[config.mk]
export PLATFORM = sky130hd
export DESIGN_NAME = axis_uart_tx_cfg_flat
export DESIGN_NICKNAME = d
export VERILOG_FILES = /design/src/rtl/uart_pkg.sv /design/src/rtl/axis_if.sv /design/src/rtl/uart_baud_gen.sv /design/src/rtl/axis_uart_tx_cfg.sv /design/src/flat_wrapper.sv
export SDC_FILE = /design/constraint.sdc
export NUM_CORES = 1
export LEC_CHECK = 0
export ABC_CLOCK_PERIOD_IN_PS = 4200
export CAP_MARGIN = 10
export CELL_PAD_IN_SITES_DETAIL_PLACEMENT = 1
export CELL_PAD_IN_SITES_GLOBAL_PLACEMENT = 2
export CORE_ASPECT_RATIO = 1.4
export CORE_MARGIN = 5
export CORE_UTILIZATION = 36
export CTS_CLUSTER_DIAMETER = 50
export CTS_CLUSTER_SIZE = 12
export DETAILED_ROUTE_END_ITERATION = 16
export GPL_ROUTABILITY_DRIVEN = 0
export PLACE_DENSITY_LB_ADDON = 0.1
export REMOVE_ABC_BUFFERS = 1
export SYNTH_ARGS = -nofsm -noshare
export SYNTH_HDL_FRONTEND = slang
export SYNTH_SLANG_ARGS = --single-unit
[constraint.sdc]
create_clock -name clk_i -period 4.2 [get_ports clk_i]
set_input_delay 0.42 -clock clk_i [delete_from_list [all_inputs] [get_ports clk_i]]
set_output_delay 0.42 -clock clk_i [all_outputs]
set_load 0.03 [all_outputs]
[src/rtl/uart_pkg.sv]
// uart_pkg: types and helpers shared by the UART transmit and receive blocks.
//   parity_t     line parity mode (encoding 3 is treated as no parity)
//   tx_state_t   frame sequencing states of the transmitter
//   calc_parity  parity bit for a data word under a given mode
package uart_pkg;

  localparam int unsigned MAX_DATA_WIDTH = 9;

  typedef enum logic [1:0] {
    PAR_NONE = 2'd0,
    PAR_EVEN = 2'd1,
    PAR_ODD  = 2'd2
  } parity_t;

  typedef enum logic [2:0] {
    IDLE   = 3'd0,
    START  = 3'd1,
    DATA   = 3'd2,
    PARITY = 3'd3,
    STOP   = 3'd4
  } tx_state_t;

  // The data word is zero-extended to MAX_DATA_WIDTH, which leaves its XOR unchanged.
  function automatic logic calc_parity(input logic [MAX_DATA_WIDTH-1:0] data,
                                       input parity_t mode);
    logic par_s;
    if (mode == PAR_ODD) begin
      par_s = ~^data;
    end else begin
      par_s = ^data;
    end
    return par_s;
  endfunction

  function automatic logic parity_enabled(input parity_t mode);
    return (mode == PAR_EVEN) || (mode == PAR_ODD);
  endfunction

endpackage

[src/rtl/axis_if.sv]
// axis_if: minimal AXI-Stream bundle (tdata/tvalid/tready).
//   slave modport : receives tdata/tvalid, drives tready
//   master modport: drives tdata/tvalid, receives tready
interface axis_if #(
  parameter int DATA_WIDTH = 8
);
  logic [DATA_WIDTH-1:0] tdata;
  logic                  tvalid;
  logic                  tready;

  modport slave  (input tdata, input tvalid, output tready);
  modport master (output tdata, output tvalid, input tready);
endinterface

[src/rtl/uart_baud_gen.sv]
// uart_baud_gen: loadable bit-period counter.
//   clk_i, arstn_i : clock, asynchronous active-low reset
//   div            : clocks per bit (0 behaves as 1)
//   enable         : count while high, hold while low
//   clear          : synchronously force the count to zero
//   bit_end        : one-clock tick on the last clock of each bit period
module uart_baud_gen #(
  parameter int DIV_WIDTH = 16
) (
  input  logic                 clk_i,
  input  logic                 arstn_i,
  input  logic [DIV_WIDTH-1:0] div,
  input  logic                 enable,
  input  logic                 clear,
  output logic                 bit_end
);

  logic [DIV_WIDTH-1:0] cnt_r;
  logic [DIV_WIDTH-1:0] div_last_s;

  // Last count value of a bit; a divisor of 0 collapses to a 1-clock bit.
  always_comb begin
    div_last_s = {DIV_WIDTH{1'b0}};
    if (div == {DIV_WIDTH{1'b0}}) begin
      div_last_s = {DIV_WIDTH{1'b0}};
    end else begin
      div_last_s = div - DIV_WIDTH'(1);
    end
  end

  assign bit_end = enable && (cnt_r == div_last_s);

  // Bit-period counter, wraps to zero on each bit end.
  always_ff @(posedge clk_i or negedge arstn_i) begin
    if (!arstn_i) begin
      cnt_r <= {DIV_WIDTH{1'b0}};
    end else if (clear) begin
      cnt_r <= {DIV_WIDTH{1'b0}};
    end else if (enable) begin
      if (bit_end) begin
        cnt_r <= {DIV_WIDTH{1'b0}};
      end else begin
        cnt_r <= cnt_r + DIV_WIDTH'(1);
      end
    end else begin
      cnt_r <= cnt_r;
    end
  end

endmodule

[src/rtl/axis_uart_tx_cfg.sv]
// axis_uart_tx_cfg: AXI-Stream to UART transmitter with per-frame configuration.
//   clk_i, arstn_i : clock, asynchronous active-low reset
//   baud_div_i     : clocks per bit, latched with each word (0 behaves as 1)
//   parity_i       : none / even / odd, latched with each word
//   stop2_i        : two stop bits when high, latched with each word
//   busy_o         : high while a frame is on the line (registered)
//   tx_o           : serial line, idle high (registered)
//   s_axis         : word input; tready is high only in IDLE
module axis_uart_tx_cfg
  import uart_pkg::*;
#(
  parameter int DATA_WIDTH = 8,
  parameter int DIV_WIDTH  = 16
) (
  input  logic                 clk_i,
  input  logic                 arstn_i,
  input  logic [DIV_WIDTH-1:0] baud_div_i,
  input  parity_t              parity_i,
  input  logic                 stop2_i,
  output logic                 busy_o,
  output logic                 tx_o,
  axis_if.slave                s_axis
);

  localparam int CNT_W = $clog2(DATA_WIDTH);
  localparam logic [CNT_W-1:0] CNT_ZERO  = {CNT_W{1'b0}};
  localparam logic [CNT_W-1:0] CNT_ONE   = CNT_W'(1);
  localparam logic [CNT_W-1:0] LAST_DATA = CNT_W'(DATA_WIDTH - 1);

  tx_state_t             state_r, state_next_s;
  logic [CNT_W-1:0]      bit_cnt_r, bit_cnt_next_s;
  logic [DATA_WIDTH-1:0] shift_r, shift_next_s;
  logic [DIV_WIDTH-1:0]  div_r;
  logic                  par_en_r;
  logic                  par_bit_r;
  logic                  stop2_r;
  logic                  tx_r, tx_next_s;
  logic                  busy_r;
  logic                  handshake_s;
  logic                  bit_end_s;
  logic [CNT_W-1:0]      last_stop_s;

  assign s_axis.tready = (state_r == IDLE);
  assign handshake_s   = s_axis.tvalid && (state_r == IDLE);
  assign last_stop_s   = stop2_r ? CNT_ONE : CNT_ZERO;
  assign tx_o          = tx_r;
  assign busy_o        = busy_r;

  // The counter idles at zero so a new frame always starts on a full bit.
  uart_baud_gen #(
    .DIV_WIDTH (DIV_WIDTH)
  ) u_baud_gen (
    .clk_i   (clk_i),
    .arstn_i (arstn_i),
    .div     (div_r),
    .enable  (state_r != IDLE),
    .clear   (state_r == IDLE),
    .bit_end (bit_end_s)
  );

  // Next-state, bit index and shift register sequencing.
  always_comb begin
    state_next_s   = state_r;
    bit_cnt_next_s = bit_cnt_r;
    shift_next_s   = shift_r;
    case (state_r)
      IDLE: begin
        if (handshake_s) begin
          state_next_s   = START;
          bit_cnt_next_s = CNT_ZERO;
          shift_next_s   = s_axis.tdata;
        end else begin
          state_next_s   = IDLE;
        end
      end
      START: begin
        if (bit_end_s) begin
          state_next_s   = DATA;
          bit_cnt_next_s = CNT_ZERO;
        end else begin
          state_next_s   = START;
        end
      end
      DATA: begin
        if (bit_end_s) begin
          shift_next_s = shift_r >> 1;
          if (bit_cnt_r == LAST_DATA) begin
            bit_cnt_next_s = CNT_ZERO;
            state_next_s   = par_en_r ? PARITY : STOP;
          end else begin
            bit_cnt_next_s = bit_cnt_r + CNT_ONE;
          end
        end else begin
          state_next_s = DATA;
        end
      end
      PARITY: begin
        if (bit_end_s) begin
          state_next_s   = STOP;
          bit_cnt_next_s = CNT_ZERO;
        end else begin
          state_next_s   = PARITY;
        end
      end
      STOP: begin
        if (bit_end_s) begin
          if (bit_cnt_r == last_stop_s) begin
            state_next_s   = IDLE;
            bit_cnt_next_s = CNT_ZERO;
          end else begin
            bit_cnt_next_s = bit_cnt_r + CNT_ONE;
          end
        end else begin
          state_next_s = STOP;
        end
      end
      default: begin
        state_next_s   = IDLE;
        bit_cnt_next_s = CNT_ZERO;
      end
    endcase
  end

  // Line level for the next clock, derived from where the sequencer is heading
  // so tx_o can be a plain register without a cycle of lag.
  always_comb begin
    tx_next_s = 1'b1;
    case (state_next_s)
      IDLE:    tx_next_s = 1'b1;
      START:   tx_next_s = 1'b0;
      DATA:    tx_next_s = shift_next_s[0];
      PARITY:  tx_next_s = par_bit_r;
      STOP:    tx_next_s = 1'b1;
      default: tx_next_s = 1'b1;
    endcase
  end

  // Sequencer state and line output registers.
  always_ff @(posedge clk_i or negedge arstn_i) begin
    if (!arstn_i) begin
      state_r   <= IDLE;
      bit_cnt_r <= CNT_ZERO;
      shift_r   <= {DATA_WIDTH{1'b0}};
      tx_r      <= 1'b1;
      busy_r    <= 1'b0;
    end else begin
      state_r   <= state_next_s;
      bit_cnt_r <= bit_cnt_next_s;
      shift_r   <= shift_next_s;
      tx_r      <= tx_next_s;
      busy_r    <= (state_next_s != IDLE);
    end
  end

  // Per-frame configuration, captured only on the handshake.
  always_ff @(posedge clk_i or negedge arstn_i) begin
    if (!arstn_i) begin
      div_r     <= {DIV_WIDTH{1'b0}};
      par_en_r  <= 1'b0;
      par_bit_r <= 1'b0;
      stop2_r   <= 1'b0;
    end else if (handshake_s) begin
      div_r     <= baud_div_i;
      par_en_r  <= parity_enabled(parity_i);
      par_bit_r <= calc_parity(MAX_DATA_WIDTH'(s_axis.tdata), parity_i);
      stop2_r   <= stop2_i;
    end else begin
      div_r     <= div_r;
      par_en_r  <= par_en_r;
      par_bit_r <= par_bit_r;
      stop2_r   <= stop2_r;
    end
  end

endmodule

[src/flat_wrapper.sv]
// flat-port wrapper written by rule: the top's interface ports become plain ports
module axis_uart_tx_cfg_flat import uart_pkg::*;
#(
  parameter int DATA_WIDTH = 8,
  parameter int DIV_WIDTH  = 16
)
  (clk_i, arstn_i, baud_div_i, parity_i, stop2_i, busy_o, tx_o, s_axis_tdata, s_axis_tvalid, s_axis_tready);
  axis_if #(.DATA_WIDTH(DATA_WIDTH)) s_axis_i ();
  input  logic clk_i;
  input  logic arstn_i;
  input  logic [DIV_WIDTH-1:0] baud_div_i;
  input  parity_t parity_i;
  input  logic stop2_i;
  output logic busy_o;
  output logic tx_o;
  input wire logic [$bits(s_axis_i.tdata)-1:0] s_axis_tdata;
  input wire logic [$bits(s_axis_i.tvalid)-1:0] s_axis_tvalid;
  output wire logic [$bits(s_axis_i.tready)-1:0] s_axis_tready;
  assign s_axis_i.tdata = s_axis_tdata;
  assign s_axis_i.tvalid = s_axis_tvalid;
  assign s_axis_tready = s_axis_i.tready;
  axis_uart_tx_cfg #(.DATA_WIDTH(DATA_WIDTH), .DIV_WIDTH(DIV_WIDTH)) u_core (.clk_i(clk_i), .arstn_i(arstn_i), .baud_div_i(baud_div_i), .parity_i(parity_i), .stop2_i(stop2_i), .busy_o(busy_o), .tx_o(tx_o), .s_axis(s_axis_i));
endmodule
==> run summary <==
Post-CTS Setup Repair Bufs = 0
Count leader, synth = dfrtp_1
Status = finished, final reports clean
Instance count on the critical path = 9
CTS tree = built
CP Launch Point = u_core.div_r[8]
Synth Flop Type = dfrtp_1
Finished Layout Cells = 477
Final Setup Violations = 0
Worst-skew pair later-pin latency = 0.29 ns
Initial antenna violation count = 0
Setup TNS = 0 ns
Seq/Total Area, Yosys = 39.2%
First-pass GRT wire length = 14300 um
DRC = 0
Critical R2R Capture = u_core.tx_o
Slowest CP cell = or4_1
GRT overflow = 0
Initial DRC Count = 133
Post-synthesis instance total = 338
Antenna cells = 0
Max-cap viol count = 0
Crit path cell chain = or4_1, o311ai_0, nor3_1, a2111o_1, nor4_1, nand4_1, or4_1, a211o_1, a32oi_1
RR Startpoint = u_core.div_r[8]
CP delay by family, top = simple AND/OR/NAND/NOR gates
Fmax = 0.258 GHz
EDFF count, synth = 0
Pwr/cell area = 520 nW/um^2
YS warnings = 0
CP max FO = 8
PostCTS Resize Cnt = 0
Worst stage delay on the critical path = 0.68 ns
CTS Hold Buffers Added = 0
Synthesized area = 3260 um^2
Dominant cell type by area after synthesis = dfrtp_1
Number of global-route vias before repair = 2805
Reg-to-reg slack, setup = 0.33 ns
FP Rows = 41
Mean area per synthesized cell = 9.65 um^2
RSZ-0062 raised after global routing = no
Hold_ws = 0.247 ns
R2R depth = 9
Share of the synthesized area in the top cell type = 38.4%
Crit path capture type = flip-flop
Routed wire per std cell = 18.3 um
# placed instances = 469
Max VDD drop = 0.000266 V
Height of the die = 123 um
CTS Root Cell = clkbuf_16
Crit path required time = 4.41 ns
Initial core utilization = 36.5%
Final wirelength = 8740 um
Synth cell types = 59
Most common library cells after synthesis = dfrtp_1, nor2_1, xnor2_1
DP Area = 3680 um^2
Max Buffers Root-to-Sink = 2
Rel. slew slack = 55.7%
Vias = 2711
Post-DP HPWL = 6910 um
Leak = 1.54 nW
DIE AREA = 11100 um^2
X dimension of the die = 90.4 um
Final min period = 3.87 ns
Clk sink count = 51
Min-delay worst type = in2async
Ports = 33
Final antenna-violating net count = 0
Largest net degree at the start of global routing = 52
Syn-to-layout area delta = 17.4%
CP most frequent cell = or4_1
Fillers = 1043
Core footprint = 8930 um^2
Tot GR Track Use = 16.4%
I/O Buffers = 32
Final instance area = 3830 um^2
Synth area leaders = dfrtp_1, xnor2_1, mux2_2
WP data arrival = 4.08 ns
Worst-Margin Slew = 0.664 ns
Synthesized flop and latch total = 51
Share of synthesized flip-flops with an asynchronous set or reset = 100%
H-tree Lvls = 2
CTS Buf Count = 5
Setup Skew = 0.00590 ns
Fraction of layout cells with a size suffix above 1 = 13.2%
Crit path buf inv count = 0
Startpoint Class = flip-flop
Via-to-Cell Ratio = 5.68
Drt pass-1 iters = 4
Crit path to = u_core.tx_o
CP Class = reg2reg
Max Slew Vio Count = 0
Crit share post-route = 92.1%
Worst-path clk slew = 0.06 ns
Final hold violations = 0
Nets@finish = 404
Final core occ = 42.9%
worst reg2reg max path: cells and delay by family (launching register included):
family	cells	cell delay [ns]
AO/OA/AOI/OAI	4	1.48
flip-flops	1	0.49
AND/OR/NAND/NOR	5	1.82
power by group:
group / switching, mW / internal (mW)
combinational: 0.385 / 0.361
sequential: 0.199 / 0.632
clock: 0.176 / 0.237
total: 0.761 / 1.23
area by class of cell:
cell class / count / area (um^2) / area share (%)
Sequential cell: 51 / 1280 / 33.4
Clock inverter: 1 / 5.00 / 0.131
Clock buffer: 7 / 143 / 3.73
Tap cell: 107 / 134 / 3.50
Multi-Input combinational cell: 256 / 1840 / 48.1
Inverter: 16 / 60.1 / 1.57
Timing Repair Buffer: 39 / 368 / 9.61
worst min path at each step:
stage | startpoint | depth (start not counted) | end
detailed placement | u_core.shift_r[2] | 1 | u_core.shift_r[1]
CTS | arstn_i | 2 | u_core.div_r[5]
floorplan | arstn_i | 0 | u_core.bit_cnt_r[0]
finish | arstn_i | 2 | u_core.div_r[14]
global placement | u_core.shift_r[4] | 1 | u_core.shift_r[3]
global route | arstn_i | 2 | u_core.div_r[5]
cells by family after synthesis:
family	share of synthesized area (%)
compound gates	12.6
xor+xnor	9.67
fa+ha+maj	1.92
buf+inv	4.34
flops	39.2
mux	7.60
simple gates	24.7
per-stage QoR:
stage          total power, mW  setup slack [ns]
2_1_floorplan             1.32             0.793
3_3_place_gp              1.59             0.418
3_5_place_dp              1.59             0.378
4_1_cts                   2.02             0.353
5_1_grt                   2.14             0.128
6_report                  1.99             0.330
routing by layer:
metal / global-route usage (%) / vias to the layer above / share of wire (%)
met5: 0 / - / 0
met4: 6.70 / 0 / 2.4
met3: 2.33 / 13 / 2.4
met2: 31.2 / 41 / 56
met1: 18.1 / 1357 / 39
li1: - / 1300 / -
state kept, by name, summed over array words and instances, names as in the netlist:
signal / flops
u_core.state_r: 3
u_core.bit_cnt_r: 3
u_core.par_en_r: 1
u_core.tx_o: 1
u_core.div_r: 16
u_core.shift_r: 8
u_core.u_baud_gen.cnt_r: 16
u_core.busy_o: 1
u_core.stop2_r: 1
u_core.par_bit_r: 1
layout by cell type (no fill, tap or decap), drive strengths merged, types with 2 or more instances in the layout:
master,instances
and3,11
nor3b,3
o31ai,4
xor2,10
nor2b,2
dfrtp,50
mux2,19
o21ai,13
nand2,17
nor2,29
nor4,14
nor4b,2
nand4,4
a221o,6
a211o,4
buf,8
nor3,8
clkbuf,7
xnor2,26
or4,9
ha,5
a21oi,9
nand3,19
or2,3
o311ai,2
inv,16
nand2b,3
and2,2
or3,6
o211ai,3
mux2i,3
clkdlybuf4s50,31
o22ai,2
Power figures use the tool's default switching activity.
